[config.mk]
export PLATFORM = sky130hd
export DESIGN_NAME = snake_draw_arbiter
export DESIGN_NICKNAME = d
export VERILOG_FILES = /design/src/rtl/snake_draw_pkg.sv /design/src/rtl/snake_rr_select.sv /design/src/rtl/snake_draw_arbiter.sv
export SDC_FILE = /design/constraint.sdc
export NUM_CORES = 1
export LEC_CHECK = 0
export BUFFER_PORTS_ARGS = -buffer_cell sky130_fd_sc_hd__buf_2
export CAP_MARGIN = 20
export CORE_MARGIN = 2
export CORE_UTILIZATION = 50
export CTS_CLUSTER_DIAMETER = 120
export DETAILED_ROUTE_END_ITERATION = 8
export MAX_ROUTING_LAYER = met4
export PLACE_DENSITY = 0.92
export SLEW_MARGIN = 20
export SYNTH_ARGS = -nofsm -noshare
export SYNTH_HDL_FRONTEND = slang
export SYNTH_SLANG_ARGS = --single-unit
[constraint.sdc]
create_clock -name clk -period 7.5 [get_ports clk]
set_clock_uncertainty 0.15 [all_clocks]
set_input_delay 0.75 -clock clk [delete_from_list [all_inputs] [get_ports clk]]
set_output_delay 0.75 -clock clk [all_outputs]
set_load 0.01 [all_outputs]
[src/rtl/snake_draw_pkg.sv]
// Shared definitions for the snake drawing arbiter: FSM state encoding,
// palette constants and the cell geometry.
package snake_draw_pkg;

    typedef enum logic [1:0] {
        IDLE  = 2'd0,
        DRAW  = 2'd1,
        DONE  = 2'd2,
        CLEAR = 2'd3
    } state_t;

    localparam logic [2:0] BLACK = 3'b000;
    localparam logic [2:0] RED   = 3'b100;
    localparam logic [2:0] GREEN = 3'b010;

    // A cell is 2x2 pixels, painted in raster order.
    localparam int unsigned CELL_PIXELS = 4;

endpackage

[src/rtl/snake_rr_select.sv]
// Combinational round-robin picker: returns the first asserted request at or
// after ptr, wrapping modulo NUM_REQ.
module snake_rr_select #(
    parameter int unsigned NUM_REQ = 3,
    parameter int unsigned PTR_W   = 2
) (
    input  logic [NUM_REQ-1:0] req,
    input  logic [PTR_W-1:0]   ptr,
    output logic               valid,
    output logic [PTR_W-1:0]   idx
);

    // Scan from ptr upward and keep the first hit.
    always_comb begin
        int unsigned j;
        valid = 1'b0;
        idx   = '0;
        j     = 0;
        for (int unsigned i = 0; i < NUM_REQ; i++) begin
            j = (32'(ptr) + i) % NUM_REQ;
            if (!valid && req[j]) begin
                valid = 1'b1;
                idx   = PTR_W'(j);
            end
        end
    end

endmodule

[src/rtl/snake_draw_arbiter.sv]
// Round-robin arbiter sharing the VGA plot port between drawing requesters.
// Each grant paints one 2x2 cell. Optional full-screen clear sequencer is
// built when SNAKE_DRAW_CLEAR_EN is defined.
module snake_draw_arbiter
    import snake_draw_pkg::*;
#(
    parameter int unsigned NUM_REQ  = 3,
    parameter int unsigned X_W      = 8,
    parameter int unsigned Y_W      = 7,
    parameter int unsigned SCREEN_W = 160,
    parameter int unsigned SCREEN_H = 120
) (
    input  logic                   clk,
    input  logic                   rst,
    input  logic [NUM_REQ-1:0]     req,
    input  logic [NUM_REQ*X_W-1:0] req_x,
    input  logic [NUM_REQ*Y_W-1:0] req_y,
    input  logic [NUM_REQ*3-1:0]   req_colour,
    output logic [NUM_REQ-1:0]     grant,
    output logic [NUM_REQ-1:0]     done,
    output logic [X_W-1:0]         vga_x,
    output logic [Y_W-1:0]         vga_y,
    output logic [2:0]             vga_colour,
    output logic                   vga_plot,
    output logic                   busy
`ifdef SNAKE_DRAW_CLEAR_EN
    ,
    input  logic                   clear_req,
    output logic                   clear_done
`endif
);

    localparam int unsigned PTR_W = (NUM_REQ > 1) ? $clog2(NUM_REQ) : 1;

    state_t               state, state_n;
    logic [1:0]           cnt;
    logic [PTR_W-1:0]     ptr;
    logic [PTR_W-1:0]     k;
    logic [X_W-1:0]       x_l;
    logic [Y_W-1:0]       y_l;
    logic [2:0]           c_l;
    logic [NUM_REQ-1:0]   grant_r;
    logic                 sel_valid;
    logic [PTR_W-1:0]     sel_idx;
`ifdef SNAKE_DRAW_CLEAR_EN
    logic [X_W-1:0]       cx;
    logic [Y_W-1:0]       cy;
    logic                 clr_last;
`endif

    snake_rr_select #(
        .NUM_REQ (NUM_REQ),
        .PTR_W   (PTR_W)
    ) u_select (
        .req   (req),
        .ptr   (ptr),
        .valid (sel_valid),
        .idx   (sel_idx)
    );

    // State register.
    always_ff @(posedge clk or negedge rst) begin
        if (!rst) state <= IDLE;
        else      state <= state_n;
    end

    // Next-state logic and registered-state output decode.
    always_comb begin
        state_n    = state;
        grant      = grant_r;
        done       = '0;
        vga_x      = '0;
        vga_y      = '0;
        vga_colour = '0;
        vga_plot   = 1'b0;
        busy       = (state != IDLE);
`ifdef SNAKE_DRAW_CLEAR_EN
        clear_done = 1'b0;
`endif
        case (state)
            IDLE: begin
`ifdef SNAKE_DRAW_CLEAR_EN
                if (clear_req)      state_n = CLEAR;
                else if (sel_valid) state_n = DRAW;
`else
                if (sel_valid) state_n = DRAW;
`endif
            end
            DRAW: begin
                vga_plot   = 1'b1;
                vga_colour = c_l;
                vga_x      = x_l + X_W'(cnt[0]);
                vga_y      = y_l + Y_W'(cnt[1]);
                if (cnt == 2'(CELL_PIXELS - 1)) state_n = DONE;
            end
            DONE: begin
                done    = grant_r;
                state_n = IDLE;
            end
`ifdef SNAKE_DRAW_CLEAR_EN
            CLEAR: begin
                if (clr_last) begin
                    clear_done = 1'b1;
                    state_n    = IDLE;
                end else begin
                    vga_plot   = 1'b1;
                    vga_colour = BLACK;
                    vga_x      = cx;
                    vga_y      = cy;
                end
            end
`endif
            default: state_n = IDLE;
        endcase
    end

    // Datapath: latch request data at grant, step the pixel counter,
    // advance the round-robin pointer and run the clear scan.
    always_ff @(posedge clk or negedge rst) begin
        if (!rst) begin
            cnt      <= '0;
            ptr      <= '0;
            k        <= '0;
            x_l      <= '0;
            y_l      <= '0;
            c_l      <= '0;
            grant_r  <= '0;
`ifdef SNAKE_DRAW_CLEAR_EN
            cx       <= '0;
            cy       <= '0;
            clr_last <= 1'b0;
`endif
        end else begin
            case (state)
                IDLE: begin
                    if (state_n == DRAW) begin
                        x_l     <= req_x[int'(sel_idx)*X_W +: X_W];
                        y_l     <= req_y[int'(sel_idx)*Y_W +: Y_W];
                        c_l     <= req_colour[int'(sel_idx)*3 +: 3];
                        grant_r <= NUM_REQ'(1) << sel_idx;
                        k       <= sel_idx;
                        cnt     <= '0;
                    end
`ifdef SNAKE_DRAW_CLEAR_EN
                    if (state_n == CLEAR) begin
                        cx       <= '0;
                        cy       <= '0;
                        clr_last <= 1'b0;
                    end
`endif
                end
                DRAW: cnt <= cnt + 2'd1;
                DONE: begin
                    grant_r <= '0;
                    ptr     <= (k == PTR_W'(NUM_REQ - 1)) ? '0 : k + PTR_W'(1);
                end
`ifdef SNAKE_DRAW_CLEAR_EN
                CLEAR: begin
                    if (!clr_last) begin
                        if (cx == X_W'(SCREEN_W - 1)) begin
                            cx <= '0;
                            if (cy == Y_W'(SCREEN_H - 1)) clr_last <= 1'b1;
                            else                          cy <= cy + Y_W'(1);
                        end else begin
                            cx <= cx + X_W'(1);
                        end
                    end
                end
`endif
                default: ;
            endcase
        end
    end

endmodule

==> impl_metrics.yaml, run 1 <==
synth:
  synth_edf_count: 0
  syn_inst: 230
  yosys_warnings: 0
  synth_top_area_frac: 0.3492
  synth-simple-area-share: 0.1788
  ys_top_cells_by_area: "dfrtp_1, inv_1, a22oi_1, o221ai_2, ha_1"
  ys_ff_latch: 29
  synth_top_flop_cell: "dfrtp_1"
  synth.cell_area_sq_mm: 0.002078
  yosysTopAreaCell: "dfrtp_1"
  synth.area.mux_share: 0.01204
  synth_fa_ha_area_frac: 0.05418
  netlist-cell-type-count: 42
  async_flop_share: 1.000
  synth_seq_area_share: 0.3492
  avgSynthCellArea_sq_um: 9.036
  synth-compound-area-share: 0.2354
  synth_top_family_by_area: "compound AO/OA/AOI/OAI gates"
  synth-xor-area-share: 0.04636
  syn-num-nets: 298
drt:
  drt_wl_total_mm: 5.333
  dr.pass1.iters: 4
  drtIter0Drc: 107
  wl_per_cell_microns: 14.86
  remaining_drc_errors: 0
  ant_nets: 0
  vias: 2032
  viasPerCell: 5.660
clock_tree:
  cts.repair.resized: 0
  ctsHoldBuffers: 0
  cts_tree: "built"
  clk_latency_ns: 0.29
  cts_buffers: 5
  htree_levels: 2
  ctsLongestPathBuffers: 2
  cts_setup_buffers: 0
  clk_pin_slew_ns: 0.06
  clockRootBuffer: "clkbuf_8"
  clock-sinks: 29
final_layout:
  nFillCells: 320
  antenna_cells: 0
  final_cell_mix: "buf_2, inv_1, dfrtp_1"
  syn_to_final_growth_pct: 23.42
  nets: 377
  stdcell_count: 359
  layout-drive-gt1-share: 0.3463
  layout_commonest_cell: "buf_2"
power:
  switching_share: 0.4636
  pwr-share-seq: 0.264
  p_per_area_mw_per_mm2: 452.5
  internal_power_mw: 0.6227
  leakagePower_nw: 1.367
  ir_worst_vdd_uv: 248.2
  p_total_mw: 1.161
  p_sw_mw: 0.5381
  power_frac_comb: 0.621
  clockPowerShare: 0.116
timing:
  worstMarginPinSlew_ns: 0.8602
  drv_slew: 0
  finalSetupViolCount: 0
  final-hold-violation-count: 0
  max_slew_margin: 0.4265
  fin_crit_sh: 0.4346
  rsz0062_at_grt: "no"
  period_needed_ns: 3.259
  fin_setup_tns_ns: 0
  fmax_ghz: 0.3068
floorplanning:
  die_h_microns: 68.47
  core_area_sq_mm: 0.004000
  dieWidth_microns: 68.47
  io_pins: 85
  die_area_sq_mm: 0.004688
  rows: 23
  initial_core_util: 0.5195
grt:
  grt_antenna_before_repair: 0
  globalRouteMet2Util: 0.3846
  globalRouteMet3Util: 0.05921
  grt_max_degree: 30
  grt-ovfl-total: 0
  top_usage_layer: "met2"
  grt_use_total: 0.2477
  grt_pass1_wl_mm: 8.224
  use_met1: 0.2931
  grt_pass1_vias: 1860
setup_path:
  worstPathMaxFanout: 28
  critical_path_class: "flop to flop"
  worst_setup_path_start_kind: "flop"
  worst_setup_path_end_kind: "flop"
  cp.arrival_ns: 3.22
  cp.required_ns: 7.46
  r2r_cells: 7
placed_design:
  gp_congestion: 0.7894
  dp.cells: 352
  place_hpwl_mm: 3.931
  numPortBuffers: 84
worst_hold_path:
  hold_path_class: "input pin to asynchronous set/reset pin"
run:
  drv_cap: 0
run_status:
  outcome: "finished, final reports clean"
cells by family after synthesis:
family,after synthesis
AO/OA/AOI/OAI,56
XOR/XNOR,11
adder cells (fa/ha/maj),9
buffers and inverters,53
flip-flops,29
multiplexers,2
AND/OR/NAND/NOR,70
path summary, 6_finish.rpt:
path	slack [ns]	endpoint	start
max	4.24	y_l[4]	ptr[1]
min reg2reg	0.35	k[1]	k[1]
min in group clk	0.35	k[1]	k[1]
max in group asynchronous	6.44	grant[1]	rst
max reg2reg	4.24	y_l[4]	ptr[1]
min	0.34	y_l[2]	rst
synth_stat cells (2+ instances only):
cell type and count:
inv_1 39, dfrtp_1 29, a22oi_1 18, nor2_1 14, nand3_1 13, and2_1 11, ha_1 9, nand2_1 9
o221ai_1 9, o221ai_2 9, o21ai_0 7, xor2_1 7, nand2b_1 5, a21oi_1 4, and3_1 4, buf_2 4
buf_4 4, xnor2_1 4, buf_6 3, nor2b_1 3, or3_1 3, nand3b_1 2
power by group through the flow:
stage / Combinational [mW] / Clock, mW / Sequential (mW)
floorplan: 0.569 / 0 / 0.291
global placement: 0.677 / 0 / 0.302
detailed placement: 0.708 / 0 / 0.306
CTS: 0.712 / 0.134 / 0.305
global route: 0.801 / 0.140 / 0.316
finish: 0.720 / 0.134 / 0.306
worst max-delay path, stage by stage, from the launching register on:
cell and delay, ns:
dfrtp_1 0.40, inv_1 0.11, ha_1 0.32, mux2i_1 0.28
mux2_4 0.22, a2bb2oi_4 0.56, or3_1 0.78, o221ai_1 0.25
registers in the layout, indices dropped and copies added, names as in the netlist:
name   flops
x_l        8
y_l        7
c_l        3
grant      3
cnt        2
k          2
ptr        2
state      2
area by class of cell:
type                            count  area, sq um  share of cell area
Clock buffer                        7        86.33             0.03366
Inverter                           40        150.1             0.05854
Multi-Input combinational cell    148         1112              0.4337
Sequential cell                    29        725.7              0.2829
Tap cell                           50        62.56             0.02439
Timing Repair Buffer               85        427.9              0.1668
metal layers:
metal | up-vias | share of wire
li1 | 957 | -
met1 | 938 | 0.41
met2 | 118 | 0.48
met3 | 19 | 0.085
met4 | 0 | 0.033
met5 | - | 0
metrics by stage:
| stage | cell area (sq um) | setup WS (ns) | util | hold WS (ns) |
|---|---|---|---|---|
| after floorplan | 2078 | 4.963 | - | 0.3044 |
| after global placement | 2467 | 4.007 | 0.6168 | 0.3190 |
| after detailed placement | 2467 | 3.917 | 0.6168 | 0.3314 |
| after CTS | 2554 | 3.886 | 0.6384 | 0.3446 |
| after global routing | 2565 | 3.971 | 0.6412 | 0.3724 |
| final | 2565 | 4.241 | 0.6412 | 0.3395 |
No activity file was read; power rests on OpenSTA's default activity.
==> run 2, diff against run 1 <==
--- a/config.mk
+++ b/config.mk
@@ -8,11 +8,11 @@
 export BUFFER_PORTS_ARGS = -buffer_cell sky130_fd_sc_hd__buf_2
 export CAP_MARGIN = 20
 export CORE_MARGIN = 2
-export CORE_UTILIZATION = 50
+export CORE_UTILIZATION = 44
 export CTS_CLUSTER_DIAMETER = 120
 export DETAILED_ROUTE_END_ITERATION = 8
 export MAX_ROUTING_LAYER = met4
-export PLACE_DENSITY = 0.92
+export PLACE_DENSITY = 0.86
 export SLEW_MARGIN = 20
 export SYNTH_ARGS = -nofsm -noshare
 export SYNTH_HDL_FRONTEND = slang
==> constraint.sdc (replaced) <==
create_clock -name clk -period 2.9 [get_ports clk]
set_clock_uncertainty 0.15 [all_clocks]
set_input_delay 0.29 -clock clk [delete_from_list [all_inputs] [get_ports clk]]
set_output_delay 0.29 -clock clk [all_outputs]
set_load 0.01 [all_outputs]
==> impl_metrics.yaml, run 2 (synthesis gave the netlist of run 1 again) <==
power:
  leakagePower_nw: 1.403
  ir_worst_vdd_uv: 540.4
  p_per_area_mw_per_mm2: 1176
run_status:
  outcome: "finished, final reports clean"
final_layout:
  largest_register_ffs: 8
  layout-drive-gt1-share: 0.3691
  syn_to_final_growth_pct: 26.79
  layout_commonest_cell: "buf_2"
  nets: 384
  antenna_cells: 0
  top_register: "x_l"
  reg_top3: "x_l (8), y_l (7)"
  final_area_sq_mm: 0.002635
  final_cell_mix: "buf_2, inv_1, dfrtp_1"
timing:
  drv_slew: 0
  final-hold-violation-count: 0
  max_slew_margin: 0.5627
  fin_setup_tns_ns: 0
  worstMarginPinSlew_ns: 0.6559
  period_needed_ns: 2.640
  fmax_ghz: 0.3788
  finalWorstSetupSlack_ns: 0.2602
  rsz0062_at_grt: "no"
  finalSetupViolCount: 0
  fin_crit_sh: 0.9103
setup_path:
  crit_top_cell: "or3_1"
  worstPathMaxFanout: 13
  critical_path_class: "flop to flop"
  worst_setup_path_start_kind: "flop"
  cp_cell_sequence: "inv_1 -> ha_2 -> nor2b_1 -> or3_1 -> o31ai_2 -> a32oi_1 -> or3_1 -> buf_4 -> o221ai_1"
  crit_buf_inv: 2
  cp.arrival_ns: 2.69
  cpPeakStageDelay_ns: 0.40
  cp.required_ns: 2.95
  path_delay_family: "simple AND/OR/NAND/NOR gates"
  slowest_stage: "dfrtp_1"
  worst_setup_path_end_kind: "flop"
placed_design:
  place_hpwl_mm: 3.883
  gp_congestion: 0.8199
  dpl_cell_area_sq_mm: 0.002517
  pre_cts_slack_ns: 0.1867
  numPortBuffers: 84
drt:
  wl_per_cell_microns: 14.21
  dr.pass1.iters: 4
  remaining_drc_errors: 0
  drtIter0Drc: 110
  ant_nets: 0
  drt_wl_total_mm: 5.272
  viasPerCell: 5.453
  vias: 2023
clock_tree:
  clockRootBuffer: "clkbuf_8"
  cts_buffers: 5
  clk_pin_slew_ns: 0.06
  ctsLongestPathBuffers: 2
  clock-sinks: 29
  htree_levels: 2
  cts_tree: "built"
  clk_latency_ns: 0.29
grt:
  grt_pass1_vias: 1894
  grt-ovfl-total: 0
  grt_max_degree: 30
  grt_use_total: 0.2183
  grt_antenna_before_repair: 0
  grt_pass1_wl_mm: 8.673
worst_hold_path:
  hold_path_class: "input pin to flop"
floorplanning:
  die_area_sq_mm: 0.005289
  initial_core_util: 0.4489
  core_area_sq_mm: 0.004629
  io_pins: 85
  dieWidth_microns: 72.73
  rows: 25
  die_h_microns: 72.73
run:
  drv_cap: 0
[run 2: worst paths after layout]
check | from | endpoint | slack [ns] | cells after the start
setup / recovery | ptr[1] | x_l[3] | 0.26 | 9
setup reg to reg | ptr[1] | x_l[3] | 0.26 | 9
hold / removal | req_colour[7] | c_l[1] | 0.09 | 3
hold reg to reg | k[1] | k[1] | 0.34 | 1
max in group asynchronous | rst | x_l[5] | 1.76 | 2
min in group asynchronous | rst | y_l[0] | 0.41 | 2
[run 2: cell type report]
cell class,instances,area (sq um)
Clock buffer,7,96.34
Clock inverter,1,5.005
Fill cell,432,1994
Inverter,40,150.1
Multi-Input combinational cell,148,1107
Sequential cell,29,725.7
Tap cell,54,67.56
Timing Repair Buffer,92,483.0
[run 2: metrics by stage]
step	total power [mW]	cells	utilization	hold WS, ns
finish	3.098	371	0.5692	0.08568
global route	3.362	371	0.5692	0.09285
CTS	3.102	371	0.5678	0.07837
detailed placement	2.713	362	0.5438	0.2051
global placement	2.627	362	0.5438	0.1908
floorplan	2.224	230	-	-0.1556
[run 2: where the power goes]
part	total [mW]	leakage, nW	internal, mW	switching, mW
logic	1.94	0.990	0.877	1.06
clock network	0.373	0.0542	0.214	0.159
registers	0.787	0.359	0.618	0.169
total	3.10	1.40	1.71	1.39
[run 2: worst reg2reg max path, delay by kind of cell (launching register included)]
kind	cells	cell delay, ns
buf+inv	2	0.33
simple gates	3	0.87
flops	1	0.40
fa+ha+maj	1	0.29
compound gates	3	0.50
[run 2: routing by layer]
| layer | vias to the layer above | GRT usage | wire [microns] |
|---|---|---|---|
| met5 | - | - | 0 |
| met4 | 0 | 0.08436 | 106 |
| met3 | 10 | 0.05249 | 350 |
| met2 | 76 | 0.3586 | 2640 |
| met1 | 969 | 0.2587 | 2175 |
| li1 | 968 | - | - |
[run 2: what timing repair did]
action,4_1_cts,5_1_grt
endpoints found under the hold margin,29,0
setup endpoints to repair,0,18
buffers inserted,0,0
hold buffers,1,0
gates resized for setup,0,3
